### config.mk
export PLATFORM = sky130hd
export DESIGN_NAME = hdlc_protocol_monitor
export DESIGN_NICKNAME = d
export VERILOG_FILES = /design/src/rtl/hdlc_protocol_monitor.sv
export SDC_FILE = /design/constraint.sdc
export NUM_CORES = 1
export LEC_CHECK = 0
export BUFFER_PORTS_ARGS = -buffer_cell sky130_fd_sc_hd__buf_2
export CAP_MARGIN = 30
export CORE_MARGIN = 2
export CORE_UTILIZATION = 56
export CTS_CLUSTER_DIAMETER = 60
export DETAILED_ROUTE_END_ITERATION = 8
export PLACE_DENSITY = 0.91
export SKIP_CTS_REPAIR_TIMING = 1
export SYNTH_ARGS = -nofsm -noshare
export SYNTH_HDL_FRONTEND = slang
export SYNTH_SLANG_ARGS = --single-unit
### constraint.sdc
create_clock -name Clk -period 3.68 [get_ports Clk]
set_input_delay 0.184 -clock Clk [delete_from_list [all_inputs] [get_ports Clk]]
set_output_delay 0.184 -clock Clk [all_outputs]
set_load 0.01 [all_outputs]
### src/rtl/hdlc_protocol_monitor.sv
// ---------------------------------------------------------------------------
// HdlcProtocolMonitor
//   Watches CH independent HDLC bit streams alongside the status outputs of
//   the HDLC engine under observation and flags protocol violations in four
//   classes: missed flag detect, missed abort detect, missing zero insertion
//   inside a frame, and line held low while idle.
//
// Ports
//   Clk          sole clock, rising edge
//   Rst          asynchronous active-high reset
//   En           global check enable
//   CheckEn[3:0] per-class enable: [0] flag, [1] abort, [2] zero-ins, [3] idle
//   Clear        synchronous clear of counters and sticky bits
//   Line         serial bit per channel
//   ValidFrame   engine status per channel: inside a frame body
//   FlagDetect   engine status per channel: flag seen
//   AbortDetect  engine status per channel: abort seen
//   ErrPulse     one-cycle pulse per channel with any error
//   ErrCode      per-channel nibble of failing classes, 0 when no pulse
//   ErrCnt       per-channel saturating error count, channel c at [c*CNT_W +: CNT_W]
//   ErrTotal     saturating sum of error pulses across channels
//   Sticky       per-class OR of all errors since reset/Clear
// ---------------------------------------------------------------------------
module hdlc_protocol_monitor #(
  parameter int CH       = 2,
  parameter int CNT_W    = 16,
  parameter int FLAG_LAT = 2,
  parameter int IDLE_LEN = 8
) (
  input  logic                  Clk,
  input  logic                  Rst,
  input  logic                  En,
  input  logic [3:0]            CheckEn,
  input  logic                  Clear,
  input  logic [CH-1:0]         Line,
  input  logic [CH-1:0]         ValidFrame,
  input  logic [CH-1:0]         FlagDetect,
  input  logic [CH-1:0]         AbortDetect,
  output logic [CH-1:0]         ErrPulse,
  output logic [4*CH-1:0]       ErrCode,
  output logic [CH*CNT_W-1:0]   ErrCnt,
  output logic [CNT_W-1:0]      ErrTotal,
  output logic [3:0]            Sticky
);

  localparam int               IDLE_W  = $clog2(IDLE_LEN + 1);
  localparam int               SUM_W   = CNT_W + 4;
  localparam logic [CNT_W-1:0] CNT_MAX = '1;
  localparam logic [7:0]       FLAG_PAT  = 8'h7E;
  localparam logic [7:0]       ABORT_PAT = 8'h7F;

  logic [7:0]          hist_q      [CH];
  logic [7:0]          hist_d      [CH];
  logic [FLAG_LAT-1:0] flagPipe_q  [CH];
  logic [FLAG_LAT-1:0] flagPipe_d  [CH];
  logic [FLAG_LAT-1:0] abortPipe_q [CH];
  logic [FLAG_LAT-1:0] abortPipe_d [CH];
  logic [2:0]          ones_q      [CH];
  logic [2:0]          ones_d      [CH];
  logic [IDLE_W-1:0]   idle_q      [CH];
  logic [IDLE_W-1:0]   idle_d      [CH];
  logic [3:0]          code_q      [CH];
  logic [3:0]          code_d      [CH];
  logic [CNT_W-1:0]    cnt_q       [CH];
  logic [CNT_W-1:0]    cnt_d       [CH];
  logic [CH-1:0]       pulse_q, pulse_d;
  logic [CNT_W-1:0]    total_q, total_d;
  logic [3:0]          sticky_q, sticky_d;
  logic [3:0]          anyCode;
  logic [3:0]          classGate;
  logic [SUM_W-1:0]    sum;

  // Next-state and error evaluation for every channel. The history includes
  // the current Line bit so a pattern matches in the cycle its last bit
  // arrives; matches ride a FLAG_LAT-deep pipeline and are judged against the
  // engine's detect outputs when they fall out of its far end.
  always_comb begin
    pulse_d   = '0;
    anyCode   = '0;
    classGate = CheckEn & {4{En}};
    sum       = SUM_W'(total_q);
    for (int c = 0; c < CH; c++) begin
      hist_d[c]      = {hist_q[c][6:0], Line[c]};
      flagPipe_d[c]  = FLAG_LAT'({flagPipe_q[c], hist_d[c] == FLAG_PAT});
      abortPipe_d[c] = FLAG_LAT'({abortPipe_q[c], hist_d[c] == ABORT_PAT});

      if (ValidFrame[c] && Line[c]) begin
        ones_d[c] = (ones_q[c] == 3'd6) ? 3'd6 : ones_q[c] + 3'd1;
      end else begin
        ones_d[c] = 3'd0;
      end

      if (ValidFrame[c]) begin
        idle_d[c] = '0;
      end else begin
        idle_d[c] = (idle_q[c] == IDLE_W'(IDLE_LEN)) ? idle_q[c] : idle_q[c] + IDLE_W'(1);
      end

      code_d[c] = classGate & {
        (idle_q[c] == IDLE_W'(IDLE_LEN)) && !Line[c],
        (ones_q[c] == 3'd5) && Line[c] && ValidFrame[c],
        abortPipe_q[c][FLAG_LAT-1] && !AbortDetect[c],
        flagPipe_q[c][FLAG_LAT-1] && !FlagDetect[c]
      };
      pulse_d[c] = |code_d[c];
      anyCode    = anyCode | code_d[c];

      if (Clear) begin
        cnt_d[c] = '0;
      end else if (pulse_d[c] && (cnt_q[c] != CNT_MAX)) begin
        cnt_d[c] = cnt_q[c] + CNT_W'(1);
      end else begin
        cnt_d[c] = cnt_q[c];
      end

      sum = sum + SUM_W'(pulse_d[c]);
    end

    // The sum is formed wide so a saturated total plus several channels
    // cannot wrap before the clamp.
    if (Clear) begin
      total_d  = '0;
      sticky_d = '0;
    end else begin
      total_d  = (sum > SUM_W'(CNT_MAX)) ? CNT_MAX : sum[CNT_W-1:0];
      sticky_d = sticky_q | anyCode;
    end
  end

  // History resets to all ones so no pattern can be assembled from bits seen
  // before reset; clearing the pipelines drops any pending expectation.
  always_ff @(posedge Clk or posedge Rst) begin
    if (Rst) begin
      for (int c = 0; c < CH; c++) begin
        hist_q[c]      <= 8'hFF;
        flagPipe_q[c]  <= '0;
        abortPipe_q[c] <= '0;
        ones_q[c]      <= '0;
        idle_q[c]      <= '0;
        code_q[c]      <= '0;
        cnt_q[c]       <= '0;
      end
      pulse_q  <= '0;
      total_q  <= '0;
      sticky_q <= '0;
    end else begin
      for (int c = 0; c < CH; c++) begin
        hist_q[c]      <= hist_d[c];
        flagPipe_q[c]  <= flagPipe_d[c];
        abortPipe_q[c] <= abortPipe_d[c];
        ones_q[c]      <= ones_d[c];
        idle_q[c]      <= idle_d[c];
        code_q[c]      <= code_d[c];
        cnt_q[c]       <= cnt_d[c];
      end
      pulse_q  <= pulse_d;
      total_q  <= total_d;
      sticky_q <= sticky_d;
    end
  end

  for (genvar g = 0; g < CH; g++) begin : gPack
    assign ErrCode[g*4 +: 4]       = code_q[g];
    assign ErrCnt[g*CNT_W +: CNT_W] = cnt_q[g];
  end

  assign ErrPulse = pulse_q;
  assign ErrTotal = total_q;
  assign Sticky   = sticky_q;

endmodule

# After elaboration in Yosys (flattened, before gate mapping)
# Cells that the tools add are included.
[totals] ff_bits=98 inputBits=16 output_inout_bits=62 wordCells=84
[classes] n_addsub=8 n_lt_le_gt_ge=1 eq_ne=14 n_mux=15 bitwise=5 n_reduce_logical=24
[ops] operator="$mux 16" count=6
[ops] operator="$add 16x1->16 const B" count=2
[ops] operator="$eq 8x7->1 const B" count=4
[ops] operator="$ne 16x16->1 const B" count=2
[ops] operator="$mux 4" count=5
[ops] operator="$add 17x1->18" count=1
[ops] operator="$gt 18x16->1 const B" count=1
[ops] operator="$add 16x1->17" count=1
[ops] operator="$logic_and 1x1->1" count=14
[ops] operator="$and 4x4->4" count=3
[ops] operator="$eq 3x3->1 const B" count=4
[ops] operator="$mux 3" count=4
[ops] operator="$add 4x1->4 const B" count=2
[ops] operator="$eq 4x4->1 const B" count=2
[ops] operator="$or 4x4->4" count=2
[ops] operator="$reduce_or 4->1" count=2
[ops] operator="$add 3x1->3 const B" count=2
[ops] operator="$logic_not 1->1" count=6
[ops] operator="$ne 2x2->1 const B" count=2
[ops] operator="$reduce_bool 2->1" count=2

# Depth between registers and ports, before layout
# Gate-level depths: netlist (run 1).
[logic_depth] word_depth=10 mapped_depth=14 mapped_depth_nobuf=14

# Worst setup path before layout (run 1)
# Ideal clock, no wire load.
[synth_timing] path_type="register -> register" start="register idle_q[4] in the netlist's numbering" end="register total_q[10], in the netlist ErrTotal[10]" setup_time_ps=78 t_arrival_ps=2786 t_required_ps=3602 slack_ps=816 path_stages_with_launch=13 n_path_buf=1 period_less_slack_ps=2864 cell_sequence="dfrtp_1 -> inv_1 -> ha_1 -> and3b_1 -> a311o_2 -> nor2_1 -> fa_1 -> inv_1 -> ha_1 -> nand4_1 -> or3_1 -> clkbuf_1 -> a21oi_1"
[synth_between] elab_chain_cells=9
[synth_lines] element="from (decl)" line_no="60" rtl="logic [IDLE_W-1:0] idle_q [CH];"
[synth_lines] element="from (signal, indexed assignment)" line_no="152" rtl="idle_q[c] <= idle_d[c];"
[synth_lines] element="$eq 4x4->1 *" line_no="100" rtl="(idle_q[c] == IDLE_W'(IDLE_LEN)) && !Line[c],"
[synth_lines] element="$logic_and 1x1->1 *" line_no="100"
[synth_lines] element="$and 4x4->4 *" line_no="99" rtl="code_d[c] = classGate & {"
[synth_lines] element="$reduce_or 4->1 *" line_no="105" rtl="pulse_d[c] = |code_d[c];"
[synth_lines] element="$add 16x1->17 *" line_no="116" rtl="sum = sum + SUM_W'(pulse_d[c]);"
[synth_lines] element="$add 17x1->18 *" line_no="116"
[synth_lines] element="$gt 18x16->1" line_no="125" rtl="total_d = (sum > SUM_W'(CNT_MAX)) ? CNT_MAX : sum[CNT_W-1:0];"
[synth_lines] element="$mux 16 *" line_no="125"
[synth_lines] element="$mux 16 *" line_no="121" rtl="if (Clear) begin"
[synth_lines] element="net total_d[10]" line_no="67" rtl="logic [CNT_W-1:0] total_q, total_d;"
[synth_lines] element="to (signal assigned)" line_no="157" rtl="total_q <= total_d;"
[synth_lines] element="to (decl)" line_no="67"
# The timed path passes the listed nets; every way through them passes the cells marked *.
# A chain may end at the register's enable or synchronous reset.

# Worst setup path after layout (run 1)
[layout_timing] start="register idle_q[4] in the netlist's numbering" end="register total_q[4], in the netlist ErrTotal[4]"
# Same word-level chain as after synthesis.

==> impl_summary.log, run 1 <==
[metrics] outcome: completed
[metrics] area used by multi-input combinational logic: approximately 1900 um^2
[metrics] origin of the critical flop-to-flop path: idle_q[4]
[metrics] starting utilization of the core area: 0.5806
[metrics] Pwr Density: ~370 nW/um^2
[metrics] data arrival time of the critical path: between 3 and 4 ns
[metrics] CTS Buf Count: 9
[metrics] Area growth syn-to-layout: 15.87%
[metrics] category of the worst setup path launch point: register
[metrics] final worst clock skew: between 0.015 and 0.02 ns
[metrics] area fraction of the dominant cell type after synthesis: 0.4685
[metrics] CTS sink count: 98
[metrics] global-route wire length before repair: around 16000 um
[metrics] Post-Synthesis Mean Instance Area: between 10 and 15 um^2
[metrics] largest net degree at the start of global routing: slightly below 60
[metrics] startpoint-to-endpoint class of the critical path: register to register
[metrics] IR Drop Worst-Case VDD: around 0.19 mV
[metrics] Cell Count Post-Placement: 591
[metrics] final number of setup-violating endpoints: 0
[metrics] number of flops mapped to enable cells by yosys: 0
[metrics] Yosys warning count: 0
[metrics] crit path launch: idle_q[4]
[metrics] final core area utilization: 0.6728
[metrics] clock transition at the registers of the reported paths: 0.11 ns
[metrics] routed length per placed instance: 16.04 um
[metrics] storage element area: ~2500 um^2
[metrics] Relative slew margins: 0.3082
[metrics] post-synth top area cell: sky130_fd_sc_hd__dfrtp_1
[metrics] CP Capture Type: register
[metrics] summed instance area of the synthesized netlist: about 4500 um^2
[metrics] Min Clock Period, post-route: around 3.3 ns
[metrics] top achievable clock speed: between 0.3 and 0.4 GHz
[metrics] post-synthesis cell count: 420
[metrics] drt total wl: a little under 10000 um
[metrics] number of optimization iterations in the first detailed-route pass: 4
[metrics] critical register-to-register path endpoint: ErrTotal[4]
[metrics] count of unresolved DRC violations after routing: 0
[metrics] count of max-cap constraint violations: 0
[metrics] die width: a little over 90 um
[metrics] drt first-iter violations: about 240
[metrics] share of synthesized flip-flops with an asynchronous set or reset: 1.000
[metrics] total negative setup slack: 0 ns
[metrics] Worst Hold Depth: 2
[metrics] buffers from clock root to sink, at most: 2
[metrics] unrepaired setup endpoints after global routing: no
[metrics] Clk Latency, worst-skew pair: about 0.36 ns
[metrics] vias in the first global route: between 3000 and 4000
[metrics] Total Routing Usage GR: 0.2372
[metrics] R2R cell count: 11
[metrics] Core Box Area: 7727 um^2
[metrics] endpoint of the most critical setup path: ErrTotal[4]
[metrics] final weighted congestion in routability-driven placement: 0.8492
[metrics] ratio of routed vias to standard cells: 5.893
[metrics] max-slew violations: 0
[metrics] htree depth: 3
[metrics] top flip-flop cell by instance count after synthesis: sky130_fd_sc_hd__dfrtp_1
[metrics] Detail Placement HPWL: between 6000 and 7000 um
[metrics] number of nets in the final layout: 534
[metrics] final cycle utilization of the critical path: 0.8918
[metrics] number of standard cells in the final layout excluding fillers: just over 600
[metrics] number of nets produced by synthesis: between 400 and 500
[metrics] total number of placement rows: 32
[metrics] number of synthesized register bits: 98
[metrics] most area-consuming cells after synthesis: sky130_fd_sc_hd__dfrtp_1, sky130_fd_sc_hd__dfstp_2, sky130_fd_sc_hd__ha_1
[metrics] I/O Buffers: 77
[metrics] die footprint: between 8000 and 9000 um^2
[metrics] filler instances: approximately 560
[metrics] share of layout cells above drive strength 1: 0.2579
[metrics] largest driver fanout on the critical path: 13
[metrics] data required time at the worst endpoint: between 3 and 4 ns
[metrics] Overflow after GRT: 0
[metrics] IO Count: between 70 and 80
[metrics] CTS tree: built
[metrics] final-report hold violation count: 0
[metrics] slew at the pin closest to its max-slew limit: 1.038 ns
[metrics] clock tree root driver cell: sky130_fd_sc_hd__clkbuf_8
[metrics] classification of the worst-slack hold path: input pin to register
[metrics] Leak Pwr: between 2 and 3 nW
[metrics] slack of the worst reg-to-reg path: 0.40 ns
[metrics] Distinct cells, synth: 57
[metrics] via count: between 3000 and 4000
[metrics] proportion of synthesized chip area in sequential cells: 0.5505
[metrics] number of antenna violations at the first check in global routing: 0
[metrics] Chip Height: 93.51 um
[metrics] total inserted antenna cells: 0
[metrics] residual antenna-violating net count after detailed routing: 0
==> worst max-delay path, cell delays in order (launching register included) <==
cell and delay (ns):
sky130_fd_sc_hd__dfrtp_1 0.42, sky130_fd_sc_hd__inv_1 0.10, sky130_fd_sc_hd__ha_1 0.19, sky130_fd_sc_hd__and3b_1 0.22
sky130_fd_sc_hd__a311o_2 0.29, sky130_fd_sc_hd__nor2_1 0.13, sky130_fd_sc_hd__fa_1 0.44, sky130_fd_sc_hd__inv_1 0.09
sky130_fd_sc_hd__ha_1 0.18, sky130_fd_sc_hd__nand4_1 0.24, sky130_fd_sc_hd__or3_1 0.65, sky130_fd_sc_hd__a21oi_1 0.23
==> report_power, final <==
part           leakage [nW]  internal, mW  switching, mW  total [mW]
combinational          1.10        0.0252         0.0562      0.0814
sequential             1.31          1.10         0.0126        1.11
clock                 0.104         0.328          0.405       0.733
total                  2.52          1.45          0.474        1.93
==> logic make-up after synthesis <==
family | Yosys count | share of synthesized area
and+or+nand+nor | 181 | 0.2245
xor gates and xnor gates | 21 | 0.04099
adders and majority gates | 15 | 0.04350
buffers and inverters | 29 | 0.02788
AOI/OAI and AO/OA | 69 | 0.09649
muxes | 7 | 0.01617
DFF | 98 | 0.5505
==> placed cells by master (no fill, tap or decap), drive strengths merged, types with 4 or more instances in the layout <==
master  netlist  routed
dfrtp        84      84
buf           6      79
nor2         44      44
a21oi        34      34
nand2        28      28
inv          19      22
nand3        20      20
nor3         19      19
ha           14      14
dfstp        14      14
o21ai        14      14
xor2         11      11
nand4        11      11
xnor2        10      10
or3          10      10
or4           9       9
clkbuf        4       9
and3          9       9
and4b         6       6
nor2b         5       5
mux2i         5       5
o31ai         4       4
==> sequential cells by signal, indices dropped and copies added (netlist names) <==
signal	count
idle_q	8
Sticky	4
ErrCnt	32
ErrTotal	16
ErrCode	8
ErrPulse	2
hist_d	14
flagPipe_q	2
abortPipe_d	2
abortPipe_q	2
flagPipe_d	2
ones_q	6
==> per-layer routing <==
metal  vias up  track usage  share of wire  wire [um]
li1       1664            -              -          -
met1      1797       0.3176           0.43       4199
met2       123       0.3897           0.49       4822
met3        11      0.05802          0.067        660
met4         0      0.06250          0.010        100
met5         -            0              0          0
==> worst min path at each step <==
stage	start	end	slack (ns)
after floorplan	Line[1]	hist_d[1]	0.19
after global placement	Rst	ErrCnt[17]	0.21
after detailed placement	Rst	ErrCnt[16]	0.22
after CTS	Rst	ErrTotal[15]	-0.17
after global routing	ValidFrame[0]	idle_q[7]	0.02
final	ValidFrame[0]	idle_q[4]	0.02
==> synthesized netlist by cell type, types with 9 or more instances <==
cell type                 count
sky130_fd_sc_hd__nand2_1     26
sky130_fd_sc_hd__o21ai_0      9
sky130_fd_sc_hd__dfrtp_1     84
sky130_fd_sc_hd__xnor2_1     10
sky130_fd_sc_hd__nand4_1      9
sky130_fd_sc_hd__nor2_1      44
sky130_fd_sc_hd__ha_1        14
sky130_fd_sc_hd__dfstp_2     14
sky130_fd_sc_hd__inv_1       18
sky130_fd_sc_hd__or4_1        9
sky130_fd_sc_hd__xor2_1      11
sky130_fd_sc_hd__a21oi_1     34
sky130_fd_sc_hd__nand3_1     20
sky130_fd_sc_hd__nor3_1      17
==> per-stage QoR <==
stage | hold WS (ns) | worst slack (ns) | total power [mW] | area [um^2]
finish | 0.01831 | 0.3983 | 1.925 | 5199
floorplan | 0.1885 | 0.8156 | 1.179 | 4487
global placement | 0.2143 | 0.6945 | 1.204 | 4962
detailed placement | 0.2190 | 0.5116 | 1.211 | 4962
global route | 0.02191 | 0.1788 | 1.987 | 5199
CTS | -0.1702 | 0.4501 | 1.930 | 5169
==> final cells by class <==
class,count,share of cell area
Inverter,19,0.01396
Sequential cell,98,0.4751
Clock inverter,7,0.01588
Timing Repair Buffer,82,0.08279
Tap cell,102,0.02455
Multi-Input combinational cell,293,0.3639
Clock buffer,9,0.02383
Note: power is estimated with default switching activity, not from simulation.
==> inputs of run 2 (changes only) <==
==> constraint.sdc (replaced) <==
create_clock -name Clk -period 3.68 [get_ports Clk]
set_input_delay 1.104 -clock Clk [delete_from_list [all_inputs] [get_ports Clk]]
set_output_delay 1.104 -clock Clk [all_outputs]
set_load 0.01 [all_outputs]
==> run 2 against run 1 <==
Critical path depth fell by 1; clock power up 3%; total power up 1.0%; cell count up 0.33%; fmax is 0.62% lower; sequential power is essentially flat; critical path type is now input pin to register.
==> impl_summary.log, run 2 (synthesized netlist as in run 1, its figures left out) <==
[metrics] count of unresolved DRC violations after routing: 0 (unchanged)
[metrics] count of max-cap constraint violations: 0 (unchanged)
[metrics] IR Drop Worst-Case VDD: 0.2233 mV (+21%)
[metrics] CP Capture Type: register
[metrics] classification of the worst-slack hold path: register to register
[metrics] storage element area: 2470 um^2 (unchanged)
[metrics] htree depth: 3 (unchanged)
[metrics] filler instances: 577 (+2.5%)
[metrics] Pwr Density: 372.7 nW/um^2 (+0.65%)
[metrics] CTS tree: built
[metrics] final-report hold violation count: 0 (unchanged)
[metrics] slew at the pin closest to its max-slew limit: 0.8611 ns (-0.1766 ns)
[metrics] number of nets in the final layout: 536 (+0.37%)
[metrics] slack of the worst reg-to-reg path: 0.53 ns (+0.13 ns)
[metrics] Endpoint, Worst Hold: flagPipe_q[1]
[metrics] final worst clock skew: 0.01024 ns (-0.004840 ns)
[metrics] final weighted congestion in routability-driven placement: 0.8215 (-3.3%)
[metrics] max reg flops: 32 (unchanged)
[metrics] origin of the critical flop-to-flop path: idle_q[0]
[metrics] largest net degree at the start of global routing: 47 (-19%)
[metrics] ratio of routed vias to standard cells: 5.873 (-0.35%)
[metrics] IO Count: 78 (unchanged)
[metrics] I/O Buffers: 77 (unchanged)
[metrics] total number of placement rows: 32 (unchanged)
[metrics] die width: 93.51 um (unchanged)
[metrics] unrepaired setup endpoints after global routing: no
[metrics] Relative slew margins: 0.4260 (+0.1177)
[metrics] final cycle utilization of the critical path: 0.8973 (+0.005538)
[metrics] drt total wl: 10200 um (+4.3%)
[metrics] number of optimization iterations in the first detailed-route pass: 4 (unchanged)
[metrics] total negative setup slack: 0 ns (unchanged)
[metrics] clock transition at the registers of the reported paths: 0.11 ns (about the same)
[metrics] final number of setup-violating endpoints: 0 (unchanged)
[metrics] most common cell after layout, fill and taps aside: sky130_fd_sc_hd__dfrtp_1
[metrics] Leak Pwr: 2.535 nW (+0.49%)
[metrics] CTS Buf Count: 9 (unchanged)
[metrics] area used by multi-input combinational logic: 1892 um^2 (unchanged)
[metrics] die footprint: 8744 um^2 (unchanged)
[metrics] via count: 3594 (-0.028%)
[metrics] drt first-iter violations: 236 (-1.3%)
[metrics] Worst Hold Depth: 0 (-2)
[metrics] category of the worst setup path launch point: input pin
[metrics] CTS sink count: 98 (unchanged)
[metrics] max-slew violations: 0 (unchanged)
[metrics] critical register-to-register path endpoint: ErrTotal[4]
[metrics] top achievable clock speed: 0.3028 GHz (-0.62%)
[metrics] largest driver fanout on the critical path: 13 (unchanged)
[metrics] share of layout cells above drive strength 1: 0.2667 (+0.008793)
[metrics] number of antenna violations at the first check in global routing: 0 (unchanged)
[metrics] outcome: completed
[metrics] beginning of the worst hold path: flagPipe_d[1]
[metrics] Min Clock Period, post-route: 3.302 ns (+0.02038 ns)
[metrics] R2R cell count: 12 (+1)
[metrics] data required time at the worst endpoint: 3.97 ns (+0.03 ns)
[metrics] routed length per placed instance: 16.67 um (+4.0%)
[metrics] buffers from clock root to sink, at most: 2 (unchanged)
[metrics] Core Box Area: 7727 um^2 (unchanged)
[metrics] WHS: 0.3577 ns (+0.3394 ns)
[metrics] data arrival time of the critical path: 3.59 ns (+0.04 ns)
[metrics] Total Routing Usage GR: 0.2512 (+0.01394)
[metrics] Overflow after GRT: 0 (unchanged)
[metrics] Chip Height: 93.51 um (unchanged)
[metrics] Clk Latency, worst-skew pair: 0.37 ns (about the same)
[metrics] starting utilization of the core area: 0.5806 (unchanged)
[metrics] global-route wire length before repair: 17250 um (+5.0%)
[metrics] vias in the first global route: 3577 (+2.1%)
[metrics] clock tree root driver cell: sky130_fd_sc_hd__clkbuf_8
[metrics] total inserted antenna cells: 0 (unchanged)
[metrics] Area growth syn-to-layout: 16.31%
[metrics] commonest cells after routing, fill and taps aside: sky130_fd_sc_hd__dfrtp_1, sky130_fd_sc_hd__buf_2, sky130_fd_sc_hd__nor2_1
[metrics] startpoint-to-endpoint class of the critical path: input pin to register
[metrics] Detail Placement HPWL: 7131 um (+5.2%)
[metrics] residual antenna-violating net count after detailed routing: 0 (unchanged)
run 2: critical path, stage by stage:
cell and delay (ns):
sky130_fd_sc_hd__buf_2 0.15, sky130_fd_sc_hd__and4b_1 0.27, sky130_fd_sc_hd__a311o_2 0.25, sky130_fd_sc_hd__nor2_1 0.13, sky130_fd_sc_hd__fa_1 0.44, sky130_fd_sc_hd__inv_1 0.11
sky130_fd_sc_hd__ha_1 0.17, sky130_fd_sc_hd__nand4_1 0.13, sky130_fd_sc_hd__or3_1 0.61, sky130_fd_sc_hd__a21oi_1 0.23
run 2: per-stage QoR:
step	instance area (um^2)	utilization	setup slack, ns	total power [mW]	cells
5_1_grt	5219	0.6754	0.2003	2.007	612
3_3_place_gp	5000	0.6470	0.2157	1.206	596
3_5_place_dp	5000	0.6470	0.04332	1.213	596
6_report	5219	0.6754	0.3779	1.945	612
2_1_floorplan	4487	-	0.03709	1.179	420
4_1_cts	5219	0.6754	0.4160	1.951	612
run 2: final cells by class:
type / count / share of cell area
well taps: 102 / 0.02445
repair buffers: 84 / 0.08391
clock buffers: 9 / 0.02374
multi-input cells: 293 / 0.3625
inverters: 19 / 0.01391
clock inverters: 7 / 0.01822
flip-flops and latches: 98 / 0.4733
run 2: routing by layer:
metal,GRT usage,part of all wire
met5,0,0
met3,0.05721,0.057
met4,0.08824,0.018
met2,0.4149,0.49
met1,0.3272,0.43
run 2: power by group:
group          internal [mW]  leakage, nW  switching [mW]
Sequential              1.10         1.31          0.0124
Clock                  0.334        0.104           0.419
Combinational         0.0242         1.12          0.0572
Total                   1.46         2.53           0.488
run 2: how the worst max path moves through the flow:
| stage | startpoint | endpoint | slack (ns) | cells after the start |
|---|---|---|---|---|
| 4_1_cts | En | ErrTotal[4] | 0.42 | 10 |
| 2_1_floorplan | Rst | ErrCnt[0] | 0.04 | 1 |
| 3_5_place_dp | En | ErrTotal[4] | 0.04 | 10 |
| 3_3_place_gp | AbortDetect[0] | ErrTotal[1] | 0.22 | 10 |
| 6_report | En | ErrTotal[4] | 0.38 | 10 |
| 5_1_grt | En | ErrTotal[4] | 0.20 | 10 |
==> inputs of run 3 (changes only) <==
--- a/config.mk
+++ b/config.mk
@@ -8,10 +8,10 @@
 export BUFFER_PORTS_ARGS = -buffer_cell sky130_fd_sc_hd__buf_2
 export CAP_MARGIN = 30
 export CORE_MARGIN = 2
-export CORE_UTILIZATION = 56
+export CORE_UTILIZATION = 60
 export CTS_CLUSTER_DIAMETER = 60
 export DETAILED_ROUTE_END_ITERATION = 8
-export PLACE_DENSITY = 0.91
+export PLACE_DENSITY = 0.95
 export SKIP_CTS_REPAIR_TIMING = 1
 export SYNTH_ARGS = -nofsm -noshare
 export SYNTH_HDL_FRONTEND = slang
==> constraint.sdc (replaced) <==
create_clock -name Clk -period 3.8 [get_ports Clk]
set_input_delay 1.14 -clock Clk [delete_from_list [all_inputs] [get_ports Clk]]
set_output_delay 1.14 -clock Clk [all_outputs]
set_load 0.01 [all_outputs]
==> run 3 against run 2 <==
Critical path depth unchanged; utilization grew 4.2 points; register-to-register slack about the same; setup slack got worse by 0.033 ns; design area down 0.34%; first-iteration DRC count shrank 19%; critical path type unchanged; highest routed layer unchanged.
==> impl_summary.log, run 3 (synthesized netlist as in run 1, its figures left out) <==
[metrics] outcome: completed
[metrics] Leak Pwr: 2.523 nW (-0.47%)
[metrics] unrepaired setup endpoints after global routing: no
[metrics] Relative slew margins: 0.3211 (-0.1048)
[metrics] Clk Latency, worst-skew pair: 0.37 ns (about the same)
[metrics] beginning of the worst hold path: abortPipe_d[3]
[metrics] switching component of the power: 0.4766 mW (-2.4%)
[metrics] I/O Buffers: 77 (unchanged)
[metrics] die width: 90.48 um (-3.2%)
[metrics] most common cell after layout, fill and taps aside: sky130_fd_sc_hd__dfrtp_1
[metrics] CP Capture Type: register
[metrics] starting utilization of the core area: 0.6186 (+0.03796)
[metrics] IR Drop Worst-Case VDD: 0.1912 mV (-14%)
[metrics] via count: 3679 (+2.4%)
[metrics] drt total wl: 10420 um (+2.1%)
[metrics] global-route wire length before repair: 17630 um (+2.2%)
[metrics] Comb power frac: 0.044 (+0.002)
[metrics] total non-filler cell area in the finished layout: 5201 um^2 (-0.34%)
[metrics] max reg flops: 32 (unchanged)
[metrics] cell area reported after detailed placement: 5006 um^2 (+0.13%)
[metrics] final worst clock skew: 0.01152 ns (+0.001278 ns)
[metrics] total number of placement rows: 31 (-3.1%)
[metrics] Area growth syn-to-layout: 15.92%
[metrics] CTS Buf Count: 9 (unchanged)
[metrics] part of the total power dissipated in sequential elements: 0.591 (+0.020)
[metrics] clock tree root driver cell: sky130_fd_sc_hd__clkbuf_8
[metrics] max-slew violations: 0 (unchanged)
[metrics] Total Routing Usage GR: 0.2678 (+0.01659)
[metrics] Pwr Density: 350.2 nW/um^2 (-6.0%)
[metrics] count of unresolved DRC violations after routing: 0 (unchanged)
[metrics] CTS sink count: 98 (unchanged)
[metrics] final cycle utilization of the critical path: 0.9092
[metrics] final weighted congestion in routability-driven placement: 0.9233 (+12%)
[metrics] data required time at the worst endpoint: 4.07 ns (+0.10 ns)
[metrics] final-report hold violation count: 0 (unchanged)
[metrics] Chip Height: 90.48 um (-3.2%)
[metrics] commonest cells after routing, fill and taps aside: sky130_fd_sc_hd__dfrtp_1, sky130_fd_sc_hd__buf_2, sky130_fd_sc_hd__nor2_1
[metrics] Detail Placement HPWL: 7122 um (-0.12%)
[metrics] number of nets in the final layout: 534 (-0.37%)
[metrics] critical path cell sequence: buf_2 > and4b_1 > a311o_2 > nor2_1 > fa_1 > inv_1 > ha_1 > nand4_1 > or3_1 > a21oi_1
[metrics] routed length per placed instance: 17.16 um (+2.9%)
[metrics] CTS tree: built
[metrics] slew at the pin closest to its max-slew limit: 1.018 ns (+0.1573 ns)
[metrics] ratio of routed vias to standard cells: 6.061 (+3.2%)
[metrics] number of standard cells in the final layout excluding fillers: 607 (-0.82%)
[metrics] die footprint: 8186 um^2 (-6.4%)
[metrics] part of the power in the clock network: 0.365 (-0.022)
[metrics] top achievable clock speed: just under 0.3 GHz
[metrics] sw frac: 0.2616 (+0.01057)
[metrics] number of optimization iterations in the first detailed-route pass: 5 (+1)
[metrics] classification of the worst-slack hold path: register to register
[metrics] largest driver fanout on the critical path: 13 (unchanged)
[metrics] Critical Path Max Stage Delay: 0.60 ns (about the same)
[metrics] residual antenna-violating net count after detailed routing: 0 (unchanged)
[metrics] CP max-delay cell: sky130_fd_sc_hd__or3_1
[metrics] IO Count: 78 (unchanged)
[metrics] Core Box Area: 7253 um^2 (-6.1%)
[metrics] Min Clock Period, post-route: between 3 and 4 ns
[metrics] Overflow after GRT: 0 (unchanged)
[metrics] origin of the critical flop-to-flop path: idle_q[4]
[metrics] startpoint-to-endpoint class of the critical path: input pin to register
[metrics] final number of setup-violating endpoints: 0 (unchanged)
[metrics] htree depth: 3 (unchanged)
[metrics] data arrival time of the critical path: 3.72 ns (+0.13 ns)
[metrics] total inserted antenna cells: 0 (unchanged)
[metrics] count of max-cap constraint violations: 0 (unchanged)
[metrics] buffers from clock root to sink, at most: 2 (unchanged)
[metrics] share of layout cells above drive strength 1: 0.2638 (-0.002887)
[metrics] crit path launch: En
[metrics] clock transition at the registers of the reported paths: 0.10 ns (about the same)
[metrics] category of the worst setup path launch point: input pin
[metrics] Cell Count Post-Placement: 591 (-0.84%)
[metrics] total negative setup slack: 0 ns (unchanged)
[metrics] largest net degree at the start of global routing: 58 (+23%)
[metrics] drt first-iter violations: 190 (-19%)
[metrics] vias in the first global route: 3603 (+0.73%)
[metrics] number of antenna violations at the first check in global routing: 0 (unchanged)
[metrics] Pint: 1.345 mW (-7.7%)
run 3: cell types whose count changed in the layout (fill, tap and decap cells not counted), sizes merged:
cell / delta
buf: -2
bufinv: -1
clkinv: +1
run 3: per-layer routing:
layer,track usage,part of all wire,vias up
met3,0.07262,0.059,40
met1,0.3400,0.42,1796
met5,0,0,-
li1,-,-,1673
met4,0.1026,0.033,0
met2,0.4403,0.49,170
run 3: metrics by stage:
step	utilization	hold WS, ns	power [mW]	setup slack (ns)
floorplan	-	0.3312	1.142	0.1211
global placement	0.6874	0.3333	1.167	0.3109
detailed placement	0.6902	0.3403	1.176	0.05533
CTS	0.7171	0.3647	1.827	0.3973
global route	0.7171	0.3736	1.890	0.1946
finish	0.7171	0.3630	1.822	0.3452
run 3: worst max-delay path: cells and delay by family:
| family | cells | cell delay (ns) |
|---|---|---|
| and+or+nand+nor | 4 | 1.17 |
| adders and majority gates | 2 | 0.63 |
| AOI/OAI and AO/OA | 2 | 0.51 |
| buffers and inverters | 2 | 0.26 |
run 3: path summary, 6_finish.rpt:
path                                  end  slack [ns]  depth (start not counted)
min in group asynchronous      ErrCnt[23]        0.80                          2
hold reg to reg            abortPipe_q[3]        0.36                          0
max in group asynchronous      hist_d[15]        2.39                          3
setup reg to reg              ErrTotal[0]        0.54                         11
setup / recovery              ErrTotal[0]        0.35                         10
hold / removal             abortPipe_q[3]        0.36                          0
run 3: final cells by class:
class / count / area (um^2)
Clock inverter: 7 / 71.32
Multi-Input combinational cell: 293 / 1892
Timing Repair Buffer: 82 / 447.9
Fill cell: 471 / 2052
Tap cell: 99 / 123.9
Clock buffer: 9 / 123.9
Sequential cell: 98 / 2470
Inverter: 19 / 72.57
run 3: power by group through the flow:
stage	combinational (mW)	sequential [mW]	clock, mW
finish	0.0808	1.08	0.665
global route	0.0910	1.08	0.721
CTS	0.0810	1.08	0.670
detailed placement	0.0806	1.10	0
global placement	0.0733	1.09	0
floorplan	0.0499	1.09	0
